--- src/rtl/rca_8bit.sv ---
// rtl/rca_8bit.sv - registered ripple-carry adder with carry-out and signed overflow
module rca_8bit #(
    parameter int WIDTH = 8
) (
    input  logic             clk,
    input  logic             rst_n,
    input  logic [WIDTH-1:0] x,
    input  logic [WIDTH-1:0] y,
    input  logic             ci,
    input  logic             in_valid,
    output logic [WIDTH-1:0] s,
    output logic             co,
    output logic             ovf,
    output logic             out_valid
);

    logic [WIDTH:0]   c;
    logic [WIDTH-1:0] sum;

    assign c[0] = ci;

    // One full-adder cell per bit; the carry ripples from cell i into cell i+1.
    for (genvar i = 0; i < WIDTH; i++) begin : g_cell
        assign sum[i]  = x[i] ^ y[i] ^ c[i];
        assign c[i+1]  = (x[i] & y[i]) | (x[i] & c[i]) | (y[i] & c[i]);
    end

    always_ff @(posedge clk) begin
        if (!rst_n) begin
            s         <= '0;
            co        <= 1'b0;
            ovf       <= 1'b0;
            out_valid <= 1'b0;
        end else begin
            out_valid <= in_valid;
            // Result registers only load on qualified input, so idle inputs never reach them.
            if (in_valid) begin
                s   <= sum;
                co  <= c[WIDTH];
                ovf <= c[WIDTH-1] ^ c[WIDTH];
            end
        end
    end

endmodule

--- config.mk ---
export PLATFORM = sky130hd
export DESIGN_NAME = rca_8bit
export DESIGN_NICKNAME = d
export VERILOG_FILES = /design/src/rtl/rca_8bit.sv
export SDC_FILE = /design/constraint.sdc
export NUM_CORES = 1
export LEC_CHECK = 0
export ABC_AREA = 1
export BUFFER_PORTS_ARGS = -buffer_cell sky130_fd_sc_hd__buf_2
export CAP_MARGIN = 20
export CORE_UTILIZATION = 42
export CTS_CLUSTER_SIZE = 14
export DETAILED_ROUTE_END_ITERATION = 12
export PLACE_DENSITY = 0.85
export SYNTH_ARGS = -nofsm -noshare
export SYNTH_HDL_FRONTEND = slang
export SYNTH_SLANG_ARGS = --single-unit
--- constraint.sdc ---
create_clock -name clk -period 4.9 [get_ports clk]
set_input_delay 0.49 -clock clk [delete_from_list [all_inputs] [get_ports clk]]
set_output_delay 0.49 -clock clk [all_outputs]
set_load 0.01 [all_outputs]
# --- Word level (Yosys, flattened, before mapping) ---
# Index checks and enable logic that the tools add are counted.
classes:
  bitwise_logic: 57
op_table:
  columns: ["cell", "n"]
  rows:
  - ["AND 1 bit", 24]
  - ["bitwise XOR 1 bit", 17]
  - ["OR 1 bit", 16]
word_totals:
  reg_bits: 11
  in_bits: 20

# --- Logic depth before layout (Yosys ltp) ---
# Gate-level depths: netlist of the first run.
logic_depth:
  depth_word: 25
  depth_mapped: 15

# --- Least setup slack after synthesis of the first run ---
# No wires, ideal clock.
synth_timing:
  path_kind: "input to register"
  startpoint: "input port y[0]"
  endpoint: "register s[7]"
  path_buffers: 0
  path_slack_ns: 1.163
  path_stages: 14
  t_arrival_ns: 3.673
  cell_sequence: "inv_1 fa_1 inv_1 fa_1 fa_1 fa_1 fa_1 fa_1 fa_1 inv_1 fa_1 nand2_1 nand2_1 nor2_1"
synth_between:
  elab_chain_cells: 22
  elab_cells_between_ends: 29
synth_rtl:
  columns: ["item", "line", "source"]
  rows:
  - ["from (decl)", "8", "input logic [WIDTH-1:0] y,"]
  - ["AND 1 bit", "25", "assign c[i+1] = (x[i] & y[i]) | (x[i] & c[i]) | (y[i] & c[i]);"]
  - ["OR 1 bit", "25", null]
  - ["OR 1 bit (*)", "25", null]
  - ["AND 1 bit", "25", null]
  - ["OR 1 bit", "25", null]
  - ["OR 1 bit (*)", "25", null]
  - ["AND 1 bit", "25", null]
  - ["OR 1 bit", "25", null]
  - ["(+6 left out)", null, null]
  - ["OR 1 bit (*)", "25", null]
  - ["AND 1 bit", "25", null]
  - ["OR 1 bit", "25", null]
  - ["OR 1 bit (*)", "25", null]
  - ["AND 1 bit", "25", null]
  - ["OR 1 bit", "25", null]
  - ["OR 1 bit (*)", "25", null]
  - ["bitwise XOR 1 bit (*)", "24", "assign sum[i] = x[i] ^ y[i] ^ c[i];"]
  - ["to (signal assigned)", "38", "s <= sum;"]
  - ["to (decl)", "11", "output logic [WIDTH-1:0] s,"]
# Every way passes the cells marked *; elsewhere a longest branch is shown, timed or not.
# A chain may end at the register's enable or synchronous reset.

# --- Worst setup path in the final report of the first run ---
# Same ends and word-level chain as after synthesis.

==> flow_summary.json, run 1 <==
{
  "status": "completed",
  "utilization": 0.588,
  "drt_iter0_markers": 15,
  "grt_pass1_wl_um": 1700,
  "postSynthAreaPerCell_um2": 8.83,
  "grt_max_degree": 17,
  "finalSetupTns_ns": 0,
  "cpMaxStageDelayCell": "fa_1",
  "slew_viol_final": 0,
  "synthCells": 67,
  "finalSetupViolCount": 0,
  "clockBufferDepth": 2,
  "final_common_cell": "buf_2",
  "postRouteAntennaNets": 0,
  "dp_hpwl_um": 941,
  "antenna_found_initial": 0,
  "initial_core_util": 0.455,
  "post_cts_buffers": 0,
  "cts.repair.resized": 0,
  "yosysTopAreaCellShare": 0.372,
  "ioPinCount": 31,
  "maxCapViolCount": 0,
  "layout_setup_ws_ns": 1.15,
  "use_met3": 0.0511,
  "peakVddDrop_uv": 154,
  "min_period_ns": 3.75,
  "diodes": 0,
  "drtPass1Iterations": 4,
  "final_layout_size_suffix_gt1_frac": 0.354,
  "final.setup_skew_ns": 0,
  "cp_top_family": "adder cells",
  "dieArea_um2": 1560,
  "routedWlPerCell_um": 10.1,
  "hold_viol": 0,
  "synthDistinctLibCells": 9,
  "grtUsageTotal": 0.173,
  "crit_chain": "buf_2 -> inv_1 -> fa_1 -> inv_1 -> fa_1 -> fa_1 -> fa_1 -> fa_1 -> fa_1 -> fa_1 -> inv_1 -> fa_1 -> nand2_1 -> nand2_1 -> nor2_1",
  "fin_area_um2": 764,
  "floorplan.rows": 13,
  "port_buffers": 30,
  "hold_buffers": 0,
  "layout_common_cells": "buf_2, nor2_1, dfxtp_1",
  "worst_hold_path_type": "reg -> reg",
  "cpPeakStageDelay_ns": 0.43,
  "cp_num_buf_inv": 4,
  "met1_usage": 0.188,
  "core_area_um2": 1300,
  "worstMarginPinSlew_ns": 0.275,
  "worst_setup_path_start_kind": "input pin",
  "grt_use_met2": 0.303,
  "critPathMostFrequentCell": "fa_1",
  "cts_inserted_buffers": 3,
  "dp.cells": 110,
  "clk_pin_slew_ns": 0.07,
  "tritoncts": "yes",
  "dp_slack_ns": 0.865,
  "yosys.area.top_type": "dfxtp_1",
  "vias": 517,
  "fillers": 136,
  "nets": 128,
  "required_ns": 5.10,
  "fin_cells": 114,
  "insertion_delay_ns": 0.26,
  "end_kind": "register",
  "drc": 0,
  "power_density_nw_per_um2": 283,
  "cts.sinks": 11,
  "ys_seq_area_frac": 0.372,
  "cp.arrival_ns": 3.96,
  "place_area_um2": 738,
  "htree_levels": 1,
  "fin_crit_sh": 0.766,
  "critPathMaxFanout": 3,
  "yosys-top-cells-area": "dfxtp_1, fa_1, nor2_1, inv_1, nand2_1",
  "slew-limit-headroom": 0.816,
  "overflow": 0,
  "die_x_um": 39.5,
  "fp.dieH_um": 39.5,
  "grt_pass1_vias": 442,
  "synth_seq_cells": 11,
  "grt.busiest_layer": "met2",
  "syn_area_um2": 592,
  "grt_setup_unrepaired": "false",
  "area_delta_synth_final_pct": 29.2,
  "synthesis.nets": 95,
  "wl_um": 1150,
  "p_leak_uw": 0.000421,
  "max_clock_freq_mhz": 266,
  "yosysWarnings": 0,
  "finalWeightedCongestion": 0.682,
  "crit_type": "in -> reg",
  "drt-vias-per-instance": 4.54,
  "cts_root_buf": "clkbuf_4"
}
-- path summary, 6_finish.rpt --
kind,start,to,slack (ns),cells after the start
worst max-delay path,y[0],s[7],1.15,15
worst min-delay path,s[0],s[0],0.47,2
worst max register to register,s[2],s[2],4.23,2
worst min register to register,s[0],s[0],0.47,2
-- synth_stat cells, drive strengths merged --
library cell / instances
nand2: 9
fa: 8
buf: 2
inv: 9
dfxtp: 11
nor2: 21
o21ai: 7
-- kinds of logic after synthesis --
family	after synthesis	synth area share
adders and majority gates	8	0.271
AOI/OAI and AO/OA	7	0.0719
and+or+nand+nor	30	0.190
buffers and inverters	11	0.0951
DFF	11	0.372
-- flip-flops by register name (all words and copies together) (netlist names) --
| register | count |
|---|---|
| co | 1 |
| out_valid | 1 |
| ovf | 1 |
| s | 8 |
-- power breakdown --
group	switching, uW	internal [uW]
Clock	29.0	31.4
Combinational	29.7	25.1
Sequential	3.83	97.6
-- per-stage QoR --
step	hold WS, ns	total power, uW
2_1_floorplan	0.492	136
3_3_place_gp	0.456	155
3_5_place_dp	0.460	159
4_1_cts	0.470	220
5_1_grt	0.509	233
6_report	0.468	217
-- layout make-up --
| cell class | count | area [um2] | area share |
|---|---|---|---|
| clock buffer | 4 | 26.3 | 0.0344 |
| inverter | 9 | 33.8 | 0.0442 |
| tap | 15 | 18.8 | 0.0245 |
| timing repair buffer | 30 | 150 | 0.196 |
| sequential | 11 | 220 | 0.288 |
| multi-input combinational | 45 | 315 | 0.412 |
-- metal layers --
layer | part of all wire | vias to the layer above
met5 | 0 | -
met4 | 0 | 0
met1 | 0.40 | 234
met3 | 0.055 | 0
met2 | 0.55 | 21
li1 | - | 262
-- worst reg2reg max path, cell delays in order, from the launching register on --
cell and delay (ns):
dfxtp_1 0.31, o21ai_0 0.18, nor2_1 0.06
Note: power is estimated with default switching activity, not from simulation.
==> run 2: changes to the inputs <==
- CORE_UTILIZATION: 42 -> 38
- PLACE_DENSITY: 0.85 -> 0.82
- clock period: 4.9 -> 3.45 ns (I/O delays scaled with it)
==> run 2 against run 1 <==
Effect of this change:
- core utilization fell by 1.7 points
- flip-flop and latch count did not move
- largest power group unchanged
- setup slack got worse by 1.0 ns
- clock skew did not move
==> flow_summary.json, run 2 (synthesis results as in run 1) <==
{
  "p_sw_frac": 0.293,
  "diodes": 0,
  "dieArea_um2": 1720,
  "worst_hold_path_type": "in -> reg",
  "nets": 128,
  "max_clock_freq_mhz": 301,
  "hold_buffers": 0,
  "regMostFlops": "s",
  "finalSetupViolCount": 0,
  "cp_num_buf_inv": 4,
  "fin_crit_sh": 0.964,
  "clk_pin_slew_ns": 0.07,
  "port_buffers": 30,
  "internal_power_uw": 221,
  "cts_inserted_buffers": 3,
  "layout_common_cells": "buf_2, nor2_1, dfxtp_1",
  "slew-limit-headroom": 0.812,
  "antenna_found_initial": 0,
  "rrSetupSlack_ns": 2.82,
  "finalWeightedCongestion": 0.725,
  "dp_hpwl_um": 998,
  "hold-worst-slack_ns": 0.399,
  "pwr-share-seq": 0.461,
  "cpMaxStageDelayCell": "fa_1",
  "die_x_um": 41.5,
  "insertion_delay_ns": 0.26,
  "grtUsageTotal": 0.164,
  "initial_core_util": 0.433,
  "largest_reg_flops": 8,
  "overflow": 0,
  "cpPeakStageDelay_ns": 0.40,
  "fillers": 137,
  "p_leak_uw": 0.000414,
  "r2r_end": "s[1]",
  "vias": 514,
  "peakVddDrop_uv": 306,
  "drt-vias-per-instance": 4.51,
  "min_period_ns": 3.33,
  "wl_um": 1240,
  "power.share.clock": 0.279,
  "routedWlPerCell_um": 10.9,
  "p_sw_uw": 91.7,
  "clockBufferDepth": 2,
  "hp-start": "rst_n",
  "hold_path_end": "ovf",
  "end_kind": "register",
  "power_density_nw_per_um2": 401,
  "cts.sinks": 11,
  "hold_depth": 3,
  "grt_pass1_vias": 505,
  "crit_type": "in -> reg",
  "grt_pass1_wl_um": 2130,
  "area_delta_synth_final_pct": 31.7,
  "final.setup_skew_ns": 0,
  "worstMarginPinSlew_ns": 0.282,
  "critPathMostFrequentCell": "fa_2",
  "cp_top_family": "adder cells",
  "grt_setup_unrepaired": "false",
  "maxCapViolCount": 0,
  "r2r-start": "s[1]",
  "critPathMaxFanout": 3,
  "r2r_cells": 2,
  "drt_iter0_markers": 6,
  "htree_levels": 1,
  "crit_chain": "buf_2 -> inv_1 -> fa_1 -> inv_1 -> fa_2 -> fa_2 -> fa_2 -> fa_2 -> fa_2 -> fa_2 -> inv_2 -> fa_1 -> nand2_1 -> nand2_1 -> nor2_1",
  "final_common_cell": "buf_2",
  "power_uw": 313,
  "status": "completed",
  "core_area_um2": 1370,
  "ioPinCount": 31,
  "cp.arrival_ns": 3.53,
  "fp.dieH_um": 41.5,
  "required_ns": 3.65,
  "postRouteAntennaNets": 0,
  "drc": 0,
  "hold_viol": 0,
  "cts_root_buf": "clkbuf_4",
  "grt_max_degree": 17,
  "slew_viol_final": 0,
  "tritoncts": "yes",
  "worst_setup_path_start_kind": "input pin",
  "drtPass1Iterations": 3,
  "floorplan.rows": 13,
  "comb_power_share": 0.260,
  "final_layout_size_suffix_gt1_frac": 0.434
}
==> run 2: per-layer routing <==
layer  vias up  track usage  part of all wire  routed length [um]
met5         -            0                 0                   0
met4         0       0.0387            0.0057                   7
met3         2       0.0609             0.059                  73
met2        20        0.297              0.55                 681
met1       231        0.178              0.38                 474
li1        261            -                 -                   -
==> run 2: area by class of cell <==
type                            instances  area, um2  share of cell area
Clock buffer                            4       26.3              0.0337
Multi-Input combinational cell         45        330               0.424
Tap cell                               15       18.8              0.0241
Inverter                                9       33.8              0.0433
Sequential cell                        11        220               0.283
Timing Repair Buffer                   30        150               0.193
==> run 2: power by group through the flow <==
stage / Clock [uW] / Combinational (uW) / Sequential [uW]
6_report: 87.2 / 81.4 / 144
5_1_grt: 93.3 / 93.1 / 146
4_1_cts: 89.1 / 82.3 / 144
3_5_place_dp: 0 / 81.5 / 147
3_3_place_gp: 0 / 75.7 / 147
2_1_floorplan: 0 / 41.5 / 153
==> run 2: worst max path at each step <==
| stage | from | end | cells after the start |
|---|---|---|---|
| 3_3_place_gp | y[0] | s[7] | 15 |
| 2_1_floorplan | y[0] | s[7] | 14 |
| 4_1_cts | y[0] | s[7] | 15 |
| 3_5_place_dp | y[0] | s[7] | 15 |
| 6_report | x[0] | s[7] | 15 |
| 5_1_grt | x[0] | s[7] | 15 |
==> run 2: through the flow <==
step	utilization	instance area [um2]	worst slack, ns	setup TNS, ns	std cells
floorplan	-	602	0.0276	0	67
global placement	0.548	748	-0.150	-0.150	110
detailed placement	0.548	748	-0.293	-0.529	110
CTS	0.569	777	0.0310	0	114
global route	0.571	779	0.0150	0	114
finish	0.571	779	0.123	0	114
==> run 2: tightest hold or removal path: stages <==
cell	delay (ns)
buf_2	0.17
o21ai_2	0.07
nor2_1	0.04
==> run 2: timing repair <==
item                       in CTS  in global routing
setup endpoints to repair       1                  1
buffers inserted                0                  0
pin swaps                       0                  0
gates resized for setup         1                  3
